[src/rtl/led_step_scheduler.sv]
// LED step scheduler: arbitrates manual up/down pulses against a timed auto-stepper
// Latency: one clock from a sampled request or a prescaler wrap to the registered cnt/step outputs
// Backpressure: none; requests are single-cycle pulses acted on (or dropped) in the cycle they arrive
module led_step_scheduler #(
  parameter int WIDTH   = 3,
  parameter int CNT_MAX = 7,
  parameter int DIV     = 12000000
) (
  input  logic             clk,
  input  logic             reset,
  input  logic             up_req,
  input  logic             down_req,
  input  logic             mode_req,
  output logic [WIDTH-1:0] cnt,
  output logic             auto_on,
  output logic             dir,
  output logic             step
);

  localparam int PW = (DIV > 2) ? $clog2(DIV) : 1;
  localparam logic [WIDTH-1:0] CMAX     = WIDTH'(CNT_MAX);
  localparam logic [PW-1:0]    PRE_LAST = PW'(DIV - 1);

  typedef enum logic [1:0] {
    ST_MANUAL    = 2'd0,
    ST_AUTO_UP   = 2'd1,
    ST_AUTO_DOWN = 2'd2
  } state_t;

  state_t           r_state;
  logic [WIDTH-1:0] r_cnt;
  logic [PW-1:0]    r_pre;
  logic             r_auto_on;
  logic             r_dir;
  logic             r_step;

  logic [WIDTH-1:0] w_cnt_inc;
  logic [WIDTH-1:0] w_cnt_dec;
  logic             w_up_only;
  logic             w_down_only;
  logic             w_pre_wrap;

  // Wrapping neighbours of the current count and cleaned-up request decode
  always_comb begin
    w_cnt_inc   = (r_cnt == CMAX) ? '0 : r_cnt + 1'b1;
    w_cnt_dec   = (r_cnt == '0) ? CMAX : r_cnt - 1'b1;
    w_up_only   = up_req & ~down_req;
    w_down_only = down_req & ~up_req;
    w_pre_wrap  = (r_pre == PRE_LAST);
  end

  // Mode FSM, prescaler and count; step marks every edge on which cnt changes
  always_ff @(posedge clk) begin
    if (reset) begin
      r_state   <= ST_MANUAL;
      r_cnt     <= '0;
      r_pre     <= '0;
      r_auto_on <= 1'b0;
      r_dir     <= 1'b1;
      r_step    <= 1'b0;
    end else begin
      r_step <= 1'b0;
      case (r_state)
        ST_AUTO_UP, ST_AUTO_DOWN: begin
          if (mode_req) begin
            // leaving auto: count freezes, dir keeps the last auto direction
            r_state   <= ST_MANUAL;
            r_auto_on <= 1'b0;
            r_pre     <= '0;
          end else if (r_state == ST_AUTO_DOWN && w_up_only) begin
            r_state <= ST_AUTO_UP;
            r_dir   <= 1'b1;
            r_pre   <= '0;
          end else if (r_state == ST_AUTO_UP && w_down_only) begin
            r_state <= ST_AUTO_DOWN;
            r_dir   <= 1'b0;
            r_pre   <= '0;
          end else if (w_pre_wrap) begin
            r_pre  <= '0;
            r_cnt  <= (r_state == ST_AUTO_UP) ? w_cnt_inc : w_cnt_dec;
            r_step <= 1'b1;
          end else begin
            r_pre <= r_pre + 1'b1;
          end
        end
        default: begin
          // manual: prescaler parked at zero so auto entry always starts a full period
          r_pre <= '0;
          if (mode_req) begin
            r_state   <= r_dir ? ST_AUTO_UP : ST_AUTO_DOWN;
            r_auto_on <= 1'b1;
          end else if (w_up_only) begin
            r_cnt  <= w_cnt_inc;
            r_dir  <= 1'b1;
            r_step <= 1'b1;
          end else if (w_down_only) begin
            r_cnt  <= w_cnt_dec;
            r_dir  <= 1'b0;
            r_step <= 1'b1;
          end
        end
      endcase
    end
  end

  assign cnt     = r_cnt;
  assign auto_on = r_auto_on;
  assign dir     = r_dir;
  assign step    = r_step;

endmodule

[config.mk]
export PLATFORM = sky130hd
export DESIGN_NAME = led_step_scheduler
export DESIGN_NICKNAME = d
export VERILOG_FILES = /design/src/rtl/led_step_scheduler.sv
export SDC_FILE = /design/constraint.sdc
export NUM_CORES = 1
export LEC_CHECK = 0
export BUFFER_PORTS_ARGS = -buffer_cell sky130_fd_sc_hd__buf_4
export CORE_MARGIN = 1.5
export CORE_UTILIZATION = 40
export DETAILED_ROUTE_END_ITERATION = 10
export SETUP_SLACK_MARGIN = 0.5
export SYNTH_ARGS = -nofsm -noshare
export SYNTH_HDL_FRONTEND = slang
export SYNTH_SLANG_ARGS = --single-unit
[constraint.sdc]
create_clock -name clk -period 1.8 [get_ports clk]
set_input_delay 0.36 -clock clk [delete_from_list [all_inputs] [get_ports clk]]
set_output_delay 0.36 -clock clk [all_outputs]
set_load 0.01 [all_outputs]
Word level (Yosys, flattened, before mapping)
Cells that the tools add are included.
{"block": "word_totals", "in_bits": 5, "wordCells": 69, "register_bits": 32, "output_inout_bits": 6}
{"block": "op_classes", "add_sub_neg": 3, "bitwise": 6, "reduce_logical": 11, "n_mux": 35, "n_eq_ne": 8}
{"cell": "3-bit 2-to-1 mux", "n": 11}
{"cell": "24-bit by 1-bit adder with 24-bit output (second input constant)", "n": 1}
{"cell": "24-bit equality test (second input constant)", "n": 1}
{"cell": "1-bit 2-to-1 mux", "n": 18}
{"cell": "2-bit 2-to-1 mux", "n": 6}
{"cell": "2-bit inequality test (second input constant)", "n": 3}
{"cell": "3-bit nonzero test", "n": 2}
{"cell": "6-bit OR reduction", "n": 1}
{"cell": "5-bit AND reduction", "n": 1}
{"cell": "1-bit inverter", "n": 4}
{"cell": "3-bit by 1-bit adder with 3-bit output (second input constant)", "n": 1}
{"cell": "3-bit equality test (second input constant)", "n": 1}
{"cell": "3-bit zero test", "n": 1}
{"cell": "3-bit inequality test (second input constant)", "n": 1}
{"cell": "3-bit AND reduction", "n": 1}
{"cell": "3-bit by 1-bit subtractor with 3-bit output (second input constant)", "n": 1}
{"cell": "1-bit bitwise AND", "n": 2}
{"cell": "2-bit by 1-bit equality test with 1-bit output (second input constant)", "n": 1}
{"cell": "2-bit equality test (second input constant)", "n": 1}
{"cell": "1-bit logical AND", "n": 2}
{"cell": "2-bit AND reduction", "n": 1}
{"cell": "2-bit nonzero test", "n": 1}
{"cell": "2-bit OR reduction", "n": 1}

Logic depth before layout (Yosys ltp)
{"block": "logic_depth", "depth_word": 8, "mapped_depth": 7, "ltp_nobuf": 7}

Worst setup path before layout
Ideal clock, no wire load.
{"block": "synth_path", "kind": "reg-to-reg", "start": "reg r_state[0]", "end": "reg r_cnt[0], in the netlist cnt[0]", "period_less_slack_ps": 1834, "slack_ps": -34, "stages_incl_launch_ff": 8, "setup_ps": 70, "t_arrival_ps": 1764, "required_ps": 1730, "n_path_buf": 0, "path_cell_list": "dfxtp_1 > inv_1 > ha_1 > or2_2 > nor4_2 > a31oi_2 > a211o_1 > a21oi_1"}
{"block": "synth_via", "elab_chain_cells": 7, "elab_cells_between_ends": 16, "cone_classes": "5 x eq/ne; 6 x mux; 5 x reduce/logical"}
{"element": "from (decl)", "line_no": "30", "text": "state_t r_state;"}
{"element": "from (signal assigned)", "line_no": "90", "text": "r_state <= r_dir ? ST_AUTO_UP : ST_AUTO_DOWN;"}
{"element": "2-bit by 1-bit equality test with 1-bit output", "line_no": "63, 74, 80"}
{"element": "3-bit 2-to-1 mux", "line_no": "80", "text": "r_cnt <= (r_state == ST_AUTO_UP) ? w_cnt_inc : w_cnt_dec;"}
{"element": "3-bit 2-to-1 mux", "line_no": "78", "text": "end else if (w_pre_wrap) begin"}
{"element": "3-bit 2-to-1 mux", "line_no": "74", "text": "end else if (r_state == ST_AUTO_UP && w_down_only) begin"}
{"element": "3-bit 2-to-1 mux", "line_no": "70", "text": "end else if (r_state == ST_AUTO_DOWN && w_up_only) begin"}
{"element": "3-bit 2-to-1 mux", "line_no": "65", "text": "if (mode_req) begin"}
{"element": "3-bit 2-to-1 mux", "line_no": "63", "text": "case (r_state)"}
{"element": "to (signal assigned)", "line_no": "80"}
{"element": "to (signal assigned)", "line_no": "93", "text": "r_cnt <= w_cnt_inc;"}
{"element": "to (signal assigned)", "line_no": "97", "text": "r_cnt <= w_cnt_dec;"}
{"element": "to (decl)", "line_no": "31", "text": "logic [WIDTH-1:0] r_cnt;"}
Parallel ways exist; a longest one is shown, timed or not. The select of a mux whose other input is x is not followed.
A chain may end at the register's enable or synchronous reset.

Worst setup path after layout
{"block": "layout_path", "start": "reg r_state[1]", "end": "reg r_cnt[0], in the netlist cnt[0]"}
The elaborated chain is that of the path after synthesis.

==> impl_results.md <==
- Status: finished clean
- RSZ-0062 raised after global routing: yes
- Largest net degree at the start of global routing: 20
- Max-cap violation count: 0
- Clock root cell: clkbuf_8
- TNS Setup: 0 ns
- CTS tree: built
- Reg clk slew, reported paths: 0.07 ns
- Die X: 66.5 um
- Setup Skew: 0.00393 ns
- Crit path largest cell delay: 0.36 ns
- Leak: 0.000763 uW
- Peak VDD IR: 0.509 mV
- Core ar.: 3770 sq um
- Crit Path Category: reg2reg
- Post-synthesis sequential area ratio: 0.397
- CTS Buffer Depth: 2
- Gr ovfl total: 0
- Mapped Area: 1620 sq um
- Via density: 5.17
- Vias in the first global route: 1,372
- Fraction of the mapped netlist area in simple logic gates: 0.276
- Die height: 66.5 um
- Initial Util: 0.428
- Routed Wire Length: 3530 um
- Port Buffers: 10
- I/O pins: 11
- Antenna violations before repair: 0
- Routed via count: 1,369
- H-tree Lvls: 2
- Synth Area per Inst: 8.68 sq um
- Leading post-synthesis cells by cell area: dfxtp_1, xnor2_1, nor2_1, ha_1, xor2_1
- Antenna-violating nets left: 0
- 1st-iter DRT viols: 72
- Final setup viols: 0
- Worst EP required: 1.97 ns
- Startpoint Class: register
- Row count: 22
- Final RePlAce weighted congestion: 0.756
- Avg WL per Cell: 13.3 um
- #FFs+latches synth: 32
- Clock buffer count from CTS: 5
- Placed cells: 253
- Mapped Nets: 200
- Fin util: 0.570
- Rel. slew slack: 0.735
- Adder-cell share of the synthesized area: 0.0697
- Final Critical Period: 1.79 ns
- Global-route wire length before repair: 5970 um
- Synth Area in XOR/XNOR: 0.119
- Yosys top cell by area: dfxtp_1
- Synth-to-Final Area Change: 33.0%
- Inserted Diodes: 0
- Final Hold Fails: 0
- Die area: 4430 sq um
- GRT Overall Usage: 0.179
- Measured slew at the worst slew-check pin: 0.396 ns
- PD cells: 759 nW/um^2
- Compound-Gate Fraction of Synth Area: 0.0744
- Yosys cell types: 36
- Max Transition Viols Final: 0
- Largest family of logic cells by synthesized area: simple AND/OR/NAND/NOR gates
- First-pass DRT Iterations: 4
- Skew-Pair Late Insertion Delay: 0.28 ns
- Fraction of final layout cells sized beyond drive strength 1: 0.318
- Critical Path End Type: register
- CTS Sinks: 32
- CP Max Fanout: 6
- Post-Synthesis Cells: 186
- Worst hold path class: in2reg
- Share of the synthesized area in the top cell type: 0.397
- Post-synthesis mux area share: 0.0132
- Slowest CP cell: dfxtp_4
- DRC: 0
- WP buf/inv: 0
- Fin crit share: 0.994
- NumNets Final: 230
- Crit path DAT: 1.96 ns
- Final Non-Filler Cells: 265
- HPWL Detailed: 2480 um
- Delay-heaviest family, CP: simple AND/OR/NAND/NOR gates
- Synth Warn #: 0
- Worst path cell trace: ha_4 -> or2_4 -> nor4_4 -> a31oi_4 -> o21ai_0 -> a21oi_2
- Fmax: 559 MHz
==> cells in the mapped netlist, drive strengths merged <==
cell type   n
dfxtp      32
nor2       32
inv        14
xnor2      14
ha          9
nor3        9
nand2       8
nand3       8
xor2        8
nand4       7
a21oi       5
buf         5
o21ai       5
and3        4
nor4        4
a211oi      3
and4        2
nor2b       2
or2         2
a211o       1
a22o        1
a311oi      1
a31oi       1
and2        1
mux2        1
mux2i       1
nand3b      1
nand4b      1
nor3b       1
o311ai      1
or2b        1
or4b        1
==> layout make-up <==
| type | instances | area (sq um) |
|---|---|---|
| Fill cell | 316 | 1620 |
| Multi-Input combinational cell | 135 | 1050 |
| Sequential cell | 32 | 649 |
| Timing Repair Buffer | 28 | 238 |
| Clock buffer | 6 | 82.6 |
| Tap cell | 48 | 60.1 |
| Inverter | 14 | 57.6 |
| Clock inverter | 2 | 10.0 |
==> kinds of logic (layout without fill, tap and decap cells) <==
family	Yosys count	after routing
and+or+nand+nor	84	84
buffers and inverters	19	50
muxes	2	2
DFF	32	32
xor gates and xnor gates	22	22
adders and majority gates	9	9
AOI/OAI and AO/OA	18	18
==> layout by cell type (no fill, tap or decap), types with 2 or more instances in the layout <==
cell	instances
nor2_1	31
dfxtp_1	27
buf_4	23
xnor2_1	14
inv_1	12
nand3_1	8
xor2_1	8
nand4_1	7
nand2_1	7
nor3_1	6
clkbuf_8	6
and3_1	4
a21oi_1	4
ha_4	4
ha_1	4
buf_6	4
dfxtp_2	4
nor3_2	2
nor4_4	2
and4_1	2
o21ai_0	2
a211oi_2	2
clkinv_2	2
==> timing repair <==
action / 4_1_cts / 5_1_grt
pin swaps: 7 / 10
setup buffers: 3 / 1
setup endpoints to repair: 31 / 31
hold buffers: 0 / 0
endpoints found under the hold margin: 0 / 0
gates resized for setup: 12 / 15
==> per-stage QoR <==
| stage | setup WS (ns) | instance area (sq um) | total power (uW) | hold WS (ns) |
|---|---|---|---|---|
| finish | 0.0115 | 2150 | 1630 | 0.334 |
| global route | -0.0756 | 2150 | 1700 | 0.335 |
| CTS | 0.0302 | 2070 | 1600 | 0.306 |
| detailed placement | -0.138 | 1910 | 1000 | 0.448 |
| global placement | -0.0661 | 1910 | 992 | 0.441 |
| floorplan | 0.126 | 1700 | 923 | 0.426 |
==> layer usage <==
layer | part of all wire | global-route usage | vias up
met5 | 0 | 0 | -
met4 | 0.0040 | 0.0638 | 0
met3 | 0.033 | 0.0524 | 2
met2 | 0.53 | 0.324 | 24
met1 | 0.44 | 0.198 | 653
li1 | - | - | 690
==> registers in the layout (all words and copies together) (netlist names) <==
signal   flops
r_pre       24
cnt          3
r_state      2
auto_on      1
dir          1
step         1
==> power breakdown <==
part	internal, uW	switching (uW)
clock	305	263
combinational	151	159
sequential	733	21.7
==> final timing paths <==
check / startpoint / to / slack (ns) / cells past startpoint
worst min register to register: r_pre[0] / r_pre[0] / 0.46 / 1
worst max-delay path: r_state[1] / cnt[0] / 0.01 / 6
worst min-delay path: reset / step / 0.33 / 2
worst max register to register: r_state[1] / cnt[0] / 0.01 / 6
No activity file was read; power rests on OpenSTA's default activity.
